$ cat src/rtl/alu_pkg.sv
// Shared encodings for the bit-serial ALU sequencer: operation codes, slice selects, FSM states.
package alu_pkg;

   localparam logic [2:0] OP_ADD = 3'b000;
   localparam logic [2:0] OP_AND = 3'b001;
   localparam logic [2:0] OP_OR  = 3'b010;
   localparam logic [2:0] OP_NOT = 3'b011;
   localparam logic [2:0] OP_SUB = 3'b100;

   localparam logic [1:0] SEL_SUM = 2'd0;
   localparam logic [1:0] SEL_AND = 2'd1;
   localparam logic [1:0] SEL_OR  = 2'd2;
   localparam logic [1:0] SEL_NOT = 2'd3;

   typedef enum logic [1:0] {
      ST_IDLE = 2'd0,
      ST_RUN  = 2'd1,
      ST_DONE = 2'd2
   } state_t;

   function automatic logic op_legal(input logic [2:0] op);
      return op <= OP_SUB;
   endfunction

   function automatic logic [1:0] op_sel(input logic [2:0] op);
      logic [1:0] sel;
      case (op)
         OP_AND:  sel = SEL_AND;
         OP_OR:   sel = SEL_OR;
         OP_NOT:  sel = SEL_NOT;
         default: sel = SEL_SUM;
      endcase
      return sel;
   endfunction

endpackage

$ cat src/rtl/piso_shift_reg.sv
// Right-shifting register with parallel load, serial in at the MSB, serial out at the LSB.
// Single-cycle; load takes priority over shift, no backpressure.
module piso_shift_reg #(
   parameter int WIDTH = 8
) (
   input  logic             clk,
   input  logic             rst_n,
   input  logic             load,
   input  logic [WIDTH-1:0] load_val,
   input  logic             shift,
   input  logic             ser_in,
   output logic             ser_out,
   output logic [WIDTH-1:0] par_out
);

   logic [WIDTH-1:0] q;

   always_ff @(posedge clk or negedge rst_n) begin
      if (!rst_n) begin
         q <= '0;
      end else if (load) begin
         q <= load_val;
      end else if (shift) begin
         q <= {ser_in, q[WIDTH-1:1]};
      end
   end

   assign ser_out = q[0];
   assign par_out = q;

endmodule

$ cat src/rtl/alu_serial_ctrl.sv
// Bit-serial sequencer for a shared one-bit ALU slice: WIDTH+1 cycles from accept to done pulse.
// start is only sampled in IDLE; requests while busy are dropped, illegal ops get a one-cycle err.
module alu_serial_ctrl
   import alu_pkg::*;
#(
   parameter int WIDTH = 8
) (
   input  logic             clk,
   input  logic             rst_n,
   input  logic             start,
   input  logic [2:0]       op,
   input  logic [WIDTH-1:0] a_in,
   input  logic [WIDTH-1:0] b_in,
   output logic             busy,
   output logic             done,
   output logic             err,
   output logic [WIDTH-1:0] result,
   output logic             cout,
   output logic             overflow,
   output logic             slice_a,
   output logic             slice_b,
   output logic             slice_cin,
   output logic [1:0]       slice_op,
   input  logic             slice_result,
   input  logic             slice_cout
);

   localparam int CW = $clog2(WIDTH);
   localparam logic [CW-1:0] LAST_BIT = CW'(WIDTH - 1);

   state_t          state, state_nxt;
   logic [2:0]      op_r;
   logic [CW-1:0]   cnt;
   logic            carry_r;
   logic            accept, illegal, run, last_bit, arith, is_sub;
   logic            a_ser, b_ser, res_ser;
   logic [WIDTH-1:0] a_par, b_par, res_par, res_next;
   logic            unused_bits;

   always_ff @(posedge clk or negedge rst_n) begin
      if (!rst_n) state <= ST_IDLE;
      else        state <= state_nxt;
   end

   always_comb begin
      state_nxt = state;
      accept    = 1'b0;
      illegal   = 1'b0;
      busy      = 1'b0;
      done      = 1'b0;
      case (state)
         ST_IDLE: begin
            if (start) begin
               if (op_legal(op)) begin
                  accept    = 1'b1;
                  state_nxt = ST_RUN;
               end else begin
                  illegal = 1'b1;
               end
            end
         end
         ST_RUN: begin
            busy = 1'b1;
            if (cnt == LAST_BIT) state_nxt = ST_DONE;
         end
         ST_DONE: begin
            busy      = 1'b1;
            done      = 1'b1;
            state_nxt = ST_IDLE;
         end
         default: state_nxt = ST_IDLE;
      endcase
   end

   assign run      = (state == ST_RUN);
   assign last_bit = run && (cnt == LAST_BIT);
   assign is_sub   = (op_r == OP_SUB);
   assign arith    = (op_r == OP_ADD) || is_sub;

   // SUB is a + ~b + 1: invert b here, the +1 comes from the preset carry.
   assign slice_a   = run & a_ser;
   assign slice_b   = run & (b_ser ^ is_sub);
   assign slice_cin = run & arith & carry_r;
   assign slice_op  = run ? op_sel(op_r) : SEL_SUM;

   assign res_next = {slice_result, res_par[WIDTH-1:1]};

   always_ff @(posedge clk or negedge rst_n) begin
      if (!rst_n) begin
         op_r     <= OP_ADD;
         cnt      <= '0;
         carry_r  <= 1'b0;
         err      <= 1'b0;
         result   <= '0;
         cout     <= 1'b0;
         overflow <= 1'b0;
      end else begin
         err <= illegal;
         if (accept) begin
            op_r    <= op;
            carry_r <= (op == OP_SUB);
            cnt     <= '0;
         end else if (run) begin
            cnt <= cnt + 1'b1;
            if (arith) carry_r <= slice_cout;
            if (last_bit) begin
               result   <= res_next;
               cout     <= arith & slice_cout;
               // carry_r still holds the carry into the MSB on this edge
               overflow <= arith & (carry_r ^ slice_cout);
            end
         end
      end
   end

   piso_shift_reg #(.WIDTH(WIDTH)) u_a_sr (
      .clk      (clk),
      .rst_n    (rst_n),
      .load     (accept),
      .load_val (a_in),
      .shift    (run),
      .ser_in   (1'b0),
      .ser_out  (a_ser),
      .par_out  (a_par)
   );

   piso_shift_reg #(.WIDTH(WIDTH)) u_b_sr (
      .clk      (clk),
      .rst_n    (rst_n),
      .load     (accept),
      .load_val (b_in),
      .shift    (run),
      .ser_in   (1'b0),
      .ser_out  (b_ser),
      .par_out  (b_par)
   );

   piso_shift_reg #(.WIDTH(WIDTH)) u_res_sr (
      .clk      (clk),
      .rst_n    (rst_n),
      .load     (accept),
      .load_val ({WIDTH{1'b0}}),
      .shift    (run),
      .ser_in   (slice_result),
      .ser_out  (res_ser),
      .par_out  (res_par)
   );

   assign unused_bits = ^{a_par[WIDTH-1:1], b_par[WIDTH-1:1], res_par[0], res_ser};

endmodule

$ cat config.mk
export PLATFORM = sky130hd
export DESIGN_NAME = alu_serial_ctrl
export DESIGN_NICKNAME = d
export VERILOG_FILES = /design/src/rtl/alu_pkg.sv /design/src/rtl/piso_shift_reg.sv /design/src/rtl/alu_serial_ctrl.sv
export SDC_FILE = /design/constraint.sdc
export NUM_CORES = 1
export LEC_CHECK = 0
export BUFFER_PORTS_ARGS = -buffer_cell sky130_fd_sc_hd__buf_4
export CORE_ASPECT_RATIO = 1.2
export CORE_MARGIN = 8
export CORE_UTILIZATION = 51
export CTS_BUF_LIST = sky130_fd_sc_hd__clkbuf_4 sky130_fd_sc_hd__clkbuf_8
export DETAILED_ROUTE_END_ITERATION = 8
export HOLD_SLACK_MARGIN = 0.12
export PLACE_DENSITY = 0.88
export SYNTH_ARGS = -nofsm -noshare
export SYNTH_HDL_FRONTEND = slang
export SYNTH_HIERARCHICAL = 1
export SYNTH_SLANG_ARGS = --single-unit
export TNS_END_PERCENT = 30
$ cat constraint.sdc
create_clock -name clk -period 1.5 [get_ports clk]
set_input_delay 0.3 -clock clk [delete_from_list [all_inputs] [get_ports clk]]
set_output_delay 0.3 -clock clk [all_outputs]
set_load 0.005 [all_outputs]
# Word level (Yosys, flattened, before mapping)
# Cells that the tools add are included.
[word_totals] regBits=44 in_bits=24
[classes] addsub=1 magnitude_cmp=1 n_eq_ne=11 muxes=25 bitwise=9 reduce_logical=10
[op_table] operator="8-bit two-way mux" count=6
[op_table] operator="1-bit two-way mux" count=11
[op_table] operator="3-bit equality test, second input constant" count=3
[op_table] operator="2-bit two-way mux" count=4
[op_table] operator="1-bit bitwise AND" count=6
[op_table] operator="3-bit by 2-bit equality test with 1-bit output, second input constant" count=2
[op_table] operator="3-bit two-way mux" count=2
[op_table] operator="2-bit one-hot mux with 3 select lines" count=1
[op_table] operator="3-bit AND reduction" count=2
[op_table] operator="2-bit != test, second input constant" count=2
[op_table] operator="2-bit one-hot mux with 2 select lines" count=1
[op_table] operator="2-bit nonzero test" count=2
[op_table] operator="3-bit by 1-bit adder with 3-bit output, second input constant" count=1
[op_table] operator="3-bit by 1-bit equality test with 1-bit output, second input constant" count=1
[op_table] operator="3-bit <= comparator, second input constant" count=1
[op_table] operator="3-bit logical NOT" count=1
[op_table] operator="2-bit by 1-bit equality test with 1-bit output, second input constant" count=1
[op_table] operator="2-bit equality test, second input constant" count=1
[op_table] operator="2-bit logical NOT" count=1
[op_table] operator="2-bit by 1-bit != test with 1-bit output, second input constant" count=1
[op_table] operator="2-bit AND reduction" count=1
[op_table] operator="2-bit OR reduction" count=1
[op_table] operator="1-bit bitwise XOR" count=2
[op_table] operator="1-bit logical AND" count=1
[op_table] operator="2 further kinds" count=2

# Logic depth before layout (Yosys ltp)
# Gate-level depths: netlist (run 1).
[depth] depth_word=6 depth_mapped=7 depth_no_buf=6

# Modules after synthesis
# The synthesis (run 1) kept the hierarchy.
[modules_own_cells] module="piso_shift_reg" n_inst=3 cells_each=35 area_per_inst_um2=380.4 seq_area_each_um2=200.2
[modules_own_cells] module="alu_serial_ctrl" n_inst=1 cells_each=84 area_per_inst_um2=1009.7 seq_area_each_um2=500.5

# Worst setup path after synthesis (run 1)
# Ideal clock, no wire load.
[synth_path] path_type="register to register" start="register state[1]" end="register u_a_sr.q[3] (netlist: u_a_sr/par_out[3])" setup_time_ps=121 t_arrival_ps=1473 required_time_ps=1379 path_slack_ps=-94 stages_incl_launch_ff=7 synth_period_minus_slack_ps=1594 path_cell_list="dfrtp_1 > inv_1 > ha_1 > nand3_1 > inv_1 > buf_6 > o21ai_1"
[synth_via] elab_chain_cells=3 elab_cells_between_ends=5
[synth_lines] element="start: declaration" line_no="alu_serial_ctrl.sv:31" text="state_t state, state_nxt;"
[synth_lines] element="start signal: assignment" line_no="alu_serial_ctrl.sv:42" text="else state <= state_nxt;"
[synth_lines] element="2-bit logical NOT *" line_no="alu_serial_ctrl.sv:51" text="case (state)"
[synth_lines] element="1-bit two-way mux *" line_no="alu_serial_ctrl.sv:51"
[synth_lines] element="named net accept" line_no="alu_serial_ctrl.sv:35" text="logic accept, illegal, run, last_bit, arith, is_sub;"
[synth_lines] element="8-bit two-way mux or 2-bit nonzero test (tied branches)"
[synth_lines] element="end signal: assignment" line_no="piso_shift_reg.sv:22" text="q <= load_val;"
[synth_lines] element="end signal: assignment" line_no="piso_shift_reg.sv:24" text="q <= {ser_in, q[WIDTH-1:1]};"
[synth_lines] element="end: declaration" line_no="piso_shift_reg.sv:16" text="logic [WIDTH-1:0] q;"
# The timed path passes the listed nets; every way through them passes the cells marked *.
# A chain may end at the register's enable or synchronous reset.

# Worst setup path in the final report (run 1)
[layout_path] start="register state[1]" end="output port slice_cin"
[layout_via] elab_chain_cells=3
[layout_lines] element="2-bit by 1-bit equality test with 1-bit output" line_no="alu_serial_ctrl.sv:75" text="assign run = (state == ST_RUN);"
[layout_lines] element="named net run" line_no="alu_serial_ctrl.sv:35"
[layout_lines] element="1-bit bitwise AND (2 in series)" line_no="alu_serial_ctrl.sv:83" text="assign slice_cin = run & arith & carry_r;"
[layout_lines] element="end: declaration" line_no="alu_serial_ctrl.sv:22" text="output logic slice_cin,"
# The timed path passes the listed nets, and every way through them passes these cells.

==> results by stage, run 1 <==
Critical path:
- The arrival time of data at the critical path endpoint is approximately 1.4 ns.
- The kind of start point of the critical path is a flip-flop.
- By startpoint and endpoint, the worst setup path is classified as reg -> out.
- STA classifies the critical path endpoint as an output pin.
- In this run the critical register-to-register path is captured at state[0].
- The maximum fanout encountered on the critical timing path is 4.
- STA puts the critical path data required time at 1.20 ns.
- The setup check on the worst reg-to-reg path leaves a slack of -0.01 ns.
- The logic depth of the worst register-to-register path is 5.
- The startpoint identified for the worst register-to-register timing path is state[0].

Placement:
- Prior to clock tree synthesis, the placed netlist has a worst setup slack of -0.0530 ns.
- The congestion estimate from routability-driven global placement came to ~0.78.
- The number of port buffers is 41.
- Once detailed placement completed, the half-perimeter wirelength came to between 2 and 3 mm.

Synthesis:
- After technology mapping, the gate count stands at 182.
- The synthesized area divided by synthesized cell count is ~11 µm².
- The synthesized cell area is 2080 µm².
- The count of synthesis-stage warnings from yosys is 6.

Global routing:
- The initial antenna violation count was 0.
- The largest net degree at the start of global routing is 44.
- The first-pass GRT wire length is 6.57 mm.
- For this run, the total global-route usage over all layers was measured as 13.1%.
- The number of global-route vias before repair is 1,538.
- The total congestion overflow is 0.

Floorplan:
- Row generation in the floorplan step produced 25 rows.
- The boundary pin count is 42.
- The core outline area is 3940 µm².
- The area of the die is ~6400 µm².
- From bottom edge to top edge, the die measures 86.0 µm.
- The initial utilization of the core area, before any placement, comes to between 50% and 60%.
- The floorplan step set the die width to 74.4 µm.

Clock tree:
- The clock insertion delay at the later pin of the skew report is about 0.3 ns.
- The number of CTS-inserted buffers is 5.
- The clock transition at the registers of the reported paths is 0.08 ns.
- The worst-case clock buffer depth is 2.
- The clock net in this run drives a total of 43 sinks.
- The H-tree generated during clock tree synthesis spans 2 levels.
- TritonCTS built the clock tree.
- The root buffer cell is sky130_fd_sc_hd__clkbuf_8.

Drt:
- Summing over every cut layer, the via total after detailed routing is ~1,500.
- The overall routed net length is 3.89 mm.
- The number of remaining DRC errors is 0.
- The initial detailed-routing violation count is 40.
- The detailed-route vias per instance is 4.93.
- The first detailed-routing pass ran for 3 iterations.
- The count of nets left with antenna violations once routing finished came out at 0.
- The per-cell routed wire length is 13.1 µm.

Timing:
- The sum of negative setup slack is -0.820 ns.
- The final count of negative-setup-slack endpoints is 8.
- Based on the critical path, the design can be clocked at up to 593 MHz.
- The clock arrives with roughly 0.008 ns of skew.
- The final setup slack of the worst path is -0.186 ns.
- The worst path in the final design needs a cycle of 1.69 ns, including I/O delays and setup.
- The number of max-slew violations in the final report came to 0.
- Setup repair after global routing could not meet its margin everywhere.
- Final hold analysis gives a worst-case slack of 0.204 ns.
- The relative slew slack is 65.3%.
- The transition at the pin with the smallest max-transition slack is 0.520 ns.
- The final period utilization is 112%.
- The number of hold-slack violations in the final timing report was 0.

Finish:
- The number of nets in the layout is 273.
- Compared with the post-synthesis result, the final layout area differs by 30.3%.
- The fraction of layout cells with a size suffix above 1 is between 30% and 40%.
- Counting the fill cells in the layout gives 316.
- The antenna diode count is 0.

Pwr:
- In this run the power density over the cells is 1990 nW/µm².
- The total leakage power is 1.30 nW.
- The maximum vdd ir drop is 1.06 mV.

Status:
- The final reports fail on setup timing.
- The run finished, with violations left.

Hold path:
- In this run the most critical hold path is launched from b_in[6].
- The number of stages on the worst hold path is 3.
- The end point of the most critical hold path is u_b_sr/par_out[6].
- The tightest min-delay check is of the in -> reg type.

Job:
- Across the run, the number of max-cap violations was 0.
[where the power goes]
part / switching (mW) / total, mW / internal (mW)
logic: 1.10 / 2.55 / 1.44
registers: 0.380 / 2.11 / 1.73
clock network: 0.420 / 0.752 / 0.333
total: 1.90 / 5.41 / 3.50
[per-stage QoR]
stage / util (%) / instances / instance area (µm²) / power, mW
6_report: 68.9 / 298 / 2720 / 5.41
5_1_grt: 68.9 / 298 / 2720 / 5.80
4_1_cts: 68.4 / 299 / 2700 / 5.42
3_5_place_dp: 63.7 / 285 / 2510 / 4.51
3_3_place_gp: 63.7 / 285 / 2510 / 4.38
2_1_floorplan: - / 190 / 2130 / 3.69
[state kept, by name, indices dropped and copies added, names as in the netlist]
signal,count
u_b_sr/par_out,8
result,8
op_r,3
u_a_sr/par_out,8
overflow,1
cout,1
state,2
u_res_sr/par_out,7
cnt,3
err,1
carry_r,1
[area by class of cell]
type	count	area (µm²)	area share [%]
Timing Repair Buffer	54	453	16.7
Multi-Input combinational cell	134	1000	36.8
Inverter	5	22.5	0.829
Clock inverter	3	25.0	0.921
Clock buffer	5	68.8	2.53
Sequential cell	43	1080	39.7
Tap cell	54	67.6	2.49
[timing repair]
action	in CTS	in global routing
setup buffers	5	1
hold buffers	1	0
endpoints found under the hold margin	43	0
pin swaps	3	2
cloned	0	0
gates resized for setup	11	5
setup endpoints to repair	16	33
[worst max-delay path by stage]
stage,start,to
2_1_floorplan,state[1],state[0]
3_3_place_gp,cnt[0],result[7]
3_5_place_dp,cnt[0],result[1]
4_1_cts,state[1],slice_cin
5_1_grt,state[1],slice_cin
6_report,state[1],slice_cin
[layout by cell type (no fill, tap or decap), types with 2 or more instances in the layout]
cell type	instances
sky130_fd_sc_hd__clkinvlp_4	2
sky130_fd_sc_hd__xnor2_1	2
sky130_fd_sc_hd__conb_1	9
sky130_fd_sc_hd__nor2_1	12
sky130_fd_sc_hd__clkbuf_8	5
sky130_fd_sc_hd__clkinv_4	2
sky130_fd_sc_hd__buf_6	2
sky130_fd_sc_hd__a211oi_1	4
sky130_fd_sc_hd__inv_1	2
sky130_fd_sc_hd__a22o_1	2
sky130_fd_sc_hd__ha_4	3
sky130_fd_sc_hd__nor3b_2	3
sky130_fd_sc_hd__buf_4	48
sky130_fd_sc_hd__dfrtp_2	2
sky130_fd_sc_hd__buf_12	3
sky130_fd_sc_hd__mux2i_1	26
sky130_fd_sc_hd__ha_1	2
sky130_fd_sc_hd__inv_2	2
sky130_fd_sc_hd__mux2_2	8
sky130_fd_sc_hd__nand2_1	24
sky130_fd_sc_hd__dfrtp_1	41
sky130_fd_sc_hd__o21ai_1	23
[layer usage]
layer / vias up / track usage [%] / part of all wire (%)
met5: - / 0 / 0
met1: 695 / 14.0 / 41
met2: 28 / 22.0 / 51
met3: 8 / 3.38 / 4.9
li1: 739 / - / -
met4: 0 / 8.57 / 2.3
[critical path, stage by stage, from the launching register on]
cell,delay (ns)
sky130_fd_sc_hd__dfrtp_1,0.40
sky130_fd_sc_hd__inv_2,0.09
sky130_fd_sc_hd__ha_4,0.16
sky130_fd_sc_hd__nor3b_4,0.19
sky130_fd_sc_hd__and2_4,0.17
sky130_fd_sc_hd__buf_6,0.08
Power figures use the tool's default switching activity.
==> inputs of run 2 (changes only) <==
==> constraint.sdc (replaced) <==
create_clock -name clk -period 1.5 [get_ports clk]
set_input_delay 0.15 -clock clk [delete_from_list [all_inputs] [get_ports clk]]
set_output_delay 0.15 -clock clk [all_outputs]
set_load 0.005 [all_outputs]
==> run 2 against run 1 <==
The flow still finishes with violations (setup timing). Critical endpoint unchanged. Sequential power is 2% higher. Via count rose by 9.7%. Largest cell class unchanged. Utilization grew 8.5 points. Register-to-register slack gained 0.02 ns. Clock skew hardly changed. Routed wire length rose by 29%. Largest power group unchanged. Flip-flop and latch count stayed put. Non-clock buffer count rose by 22.
==> results by stage, run 2 (same netlist as run 1, synthesis figures left out) <==
Finish:
- The area growth from synthesis to layout is 46.3%.
- The repair_antennas step left the layout with diodes totalling 0.
- The library cells used most frequently in the layout, excluding fill and tap cells, are sky130_fd_sc_hd__buf_4 (50), sky130_fd_sc_hd__dfrtp_1 (40), sky130_fd_sc_hd__mux2i_1 (25), sky130_fd_sc_hd__o21ai_1 (21), sky130_fd_sc_hd__nand2_1 (20).
- The final core utilization is 77.4%.
- The final layout contains between 200 and 300 nets.
- The most common cell after layout, fill and taps aside is sky130_fd_sc_hd__buf_4.
- After filler insertion, the fill cell instance count of the layout stands at 258.
- In the final layout, the share of cells above drive strength 1 is 38.0%.

Timing:
- The final setup slack of the worst path is -0.0241 ns.
- The maximum clock skew at final layout is 0.00816 ns.
- The transition at the pin with the smallest max-transition slack is approximately 0.53 ns.
- Setup repair after global routing could not meet its margin everywhere.
- For this run, the top clock speed supported by timing is 656 MHz.
- Counting I/O delays and the setup requirement, the final critical path takes ~1.5 ns.
- The number of max-slew violations in the final report is 0.
- The relative slew slack is 64.3%.
- The final period utilization is 102%.
- The number of hold-slack violations in the final timing report is 0.
- The final count of negative-setup-slack endpoints is 1.

Drt:
- Once detail routing completed, the nets flagged for antenna violations numbered 0.
- The count of TritonRoute iterations in the first routing pass is 4.
- The overall routed net length is 5.04 mm.
- After detailed routing, the number of vias per cell comes to 5.04.
- The total number of vias is 1,612.
- For this run, design rule violations remaining after detail routing come to 0.
- The initial detailed-routing violation count is 112.
- Dividing the detail-routed wire length by the instance count gives 15.7 µm.

Floorplan:
- Once the floorplan was initialized, standard cells occupied roughly 53% of the core.
- From bottom edge to top edge, the die measures 86.0 µm.
- In this run the core area contains 25 standard-cell rows.
- The die width is 74.4 µm.
- In this run the count of I/O pins placed on the die edge is 42.
- The core outline area is 3940 µm².
- The floorplan step defined a die boundary enclosing ~6400 µm².

Clock tree:
- The clock transition at the registers of the reported paths is around 0.080 ns.
- The sink count of the clock tree is 43.
- TritonCTS built the clock tree.
- The H-tree was split into 2 levels.
- The root buffer cell is sky130_fd_sc_hd__clkbuf_8.
- The clock insertion delay at the later pin of the skew report is between 0.2 and 0.3 ns.
- The worst-case clock buffer depth is 2.
- The number of CTS-inserted buffers is 5.

Placement:
- The count of buffers added on input and output ports is 41.
- At the end of routability-driven placement, the weighted congestion stood at about 0.8.
- After legalization and detailed placement, the total HPWL measured 2.82 mm.

Critical path:
- In this run the critical register-to-register path is captured at u_res_sr/par_out[2].
- Data arrives at the worst endpoint at 1.37 ns.
- For the worst flop-to-flop path, the logic depth is 7.
- STA classifies the critical path endpoint as an output pin.
- STA classifies the critical path startpoint as a flip-flop.
- Walking the worst path, the cells encountered are inv_2, ha_4, nor3b_4, and2_1, buf_4.
- The number of buffers and inverters on the critical path is 2.
- STA puts the critical path data required time at 1.35 ns.
- Along the worst path, the maximum fanout reaches 4.
- The launching point of the worst reg2reg path is state[1].
- The slack of the worst reg-to-reg path is about 0.01 ns.
- The setup path with the least slack is of type reg -> out.
- The cell family contributing the most delay on the critical path is flip-flops.
- The largest individual stage delay along the critical path comes from the cell sky130_fd_sc_hd__dfrtp_1.
- On the worst path, the slowest cell contributes a delay of about 0.4 ns.

Hold path:
- In this run the most critical hold path is launched from op[1].
- For hold timing, the worst endpoint is op_r[1].
- The number of stages on the worst hold path is 3.
- The worst hold path belongs to the class in -> reg.

Pwr:
- The total power density per cell area is 1980 nW/µm².
- The total power of the final layout is 6.05 mW.
- The total leakage power is 1.42 nW.
- The maximum vdd ir drop is ~1.1 mV.

Global routing:
- The total congestion overflow is 0.
- The initial antenna violation count was 0.
- The first-pass GRT wire length is approximately 7.7 mm.
- The largest net degree at the start of global routing is 44.
- Global routing consumed, over all layers together, ~15% of the routing resources.
- The number of global-route vias before repair came to 1,696.

Status:
- The run finished, with violations left.
- The final reports fail on setup timing.

Job:
- Across the run, the number of max-cap violations was 0.
-- run 2: cell types whose count changed in the layout (fill, tap and decap cells not counted), moves of 2 or more --
cell	previous run	this run
sky130_fd_sc_hd__buf_8	0	2
sky130_fd_sc_hd__clkinv_4	2	0
sky130_fd_sc_hd__clkbuf_16	0	2
sky130_fd_sc_hd__nand2_2	0	4
sky130_fd_sc_hd__o21ai_1	23	21
sky130_fd_sc_hd__o21ai_2	0	2
sky130_fd_sc_hd__dlygate4sd3_1	1	19
sky130_fd_sc_hd__buf_4	48	50
sky130_fd_sc_hd__buf_6	2	0
sky130_fd_sc_hd__nand2_1	24	20
-- run 2: where the power goes --
part / switching [mW] / total, mW / internal, mW / leakage, nW
clock: 0.389 / 0.928 / 0.539 / 0.0612
combinational: 1.29 / 2.97 / 1.68 / 0.833
sequential: 0.422 / 2.15 / 1.73 / 0.531
total: 2.10 / 6.05 / 3.95 / 1.42
-- run 2: stage by stage --
step | worst slack, ns | cell area, µm² | setup TNS, ns | hold slack (ns) | std cells
detailed placement | -0.0422 | 2480 | -0.298 | 0.167 | 283
floorplan | -0.0388 | 2130 | -0.105 | -0.146 | 190
global route | -0.103 | 3050 | -0.953 | 0.140 | 320
CTS | -0.0482 | 2880 | -0.0648 | 0.127 | 316
finish | -0.0241 | 3050 | -0.0241 | 0.128 | 320
global placement | 0.0150 | 2480 | 0 | 0.164 | 283
-- run 2: worst max path at each step --
stage | slack (ns) | to | start | cells after the start
finish | -0.02 | slice_cin | state[1] | 5
global route | -0.10 | slice_cin | state[1] | 5
CTS | -0.05 | slice_cin | state[1] | 5
detailed placement | -0.04 | result[2] | cnt[0] | 4
global placement | 0.02 | result[5] | cnt[0] | 4
floorplan | -0.04 | state[0] | state[1] | 6
-- run 2: worst reg2reg max path, stage by stage, from the launching register on --
cell and delay (ns):
sky130_fd_sc_hd__dfrtp_1 0.40, sky130_fd_sc_hd__inv_2 0.08, sky130_fd_sc_hd__ha_4 0.16, sky130_fd_sc_hd__buf_4 0.12, sky130_fd_sc_hd__buf_4 0.14, sky130_fd_sc_hd__buf_8 0.15
sky130_fd_sc_hd__mux2i_4 0.24, sky130_fd_sc_hd__o21ai_2 0.08
-- run 2: final cells by class --
class                           count  area [µm²]  area share, %
Clock inverter                      2        35.0           1.15
Timing Repair Buffer               76         713           23.4
Inverter                            5        22.5          0.738
Clock buffer                        6        82.6           2.71
Multi-Input combinational cell    134        1050           34.4
Sequential cell                    43        1080           35.4
Tap cell                           54        67.6           2.21
-- run 2: layer usage --
metal | GRT usage, % | vias to the layer above | routed length [µm]
met5 | 0 | - | 0
met4 | 6.43 | 0 | 150
met3 | 5.13 | 11 | 244
met2 | 26.1 | 39 | 2730
met1 | 16.9 | 780 | 1910
li1 | - | 782 | -
-- run 2: timing repair --
| action | in CTS | in global routing |
|---|---|---|
| endpoints found under the setup margin | 13 | 46 |
| cloned | 1 | 2 |
| buffers inserted | 5 | 2 |
| hold endpoints to repair | 61 | 0 |
| pin swaps | 2 | 3 |
| hold buffers | 19 | 0 |
| resized for setup | 6 | 25 |
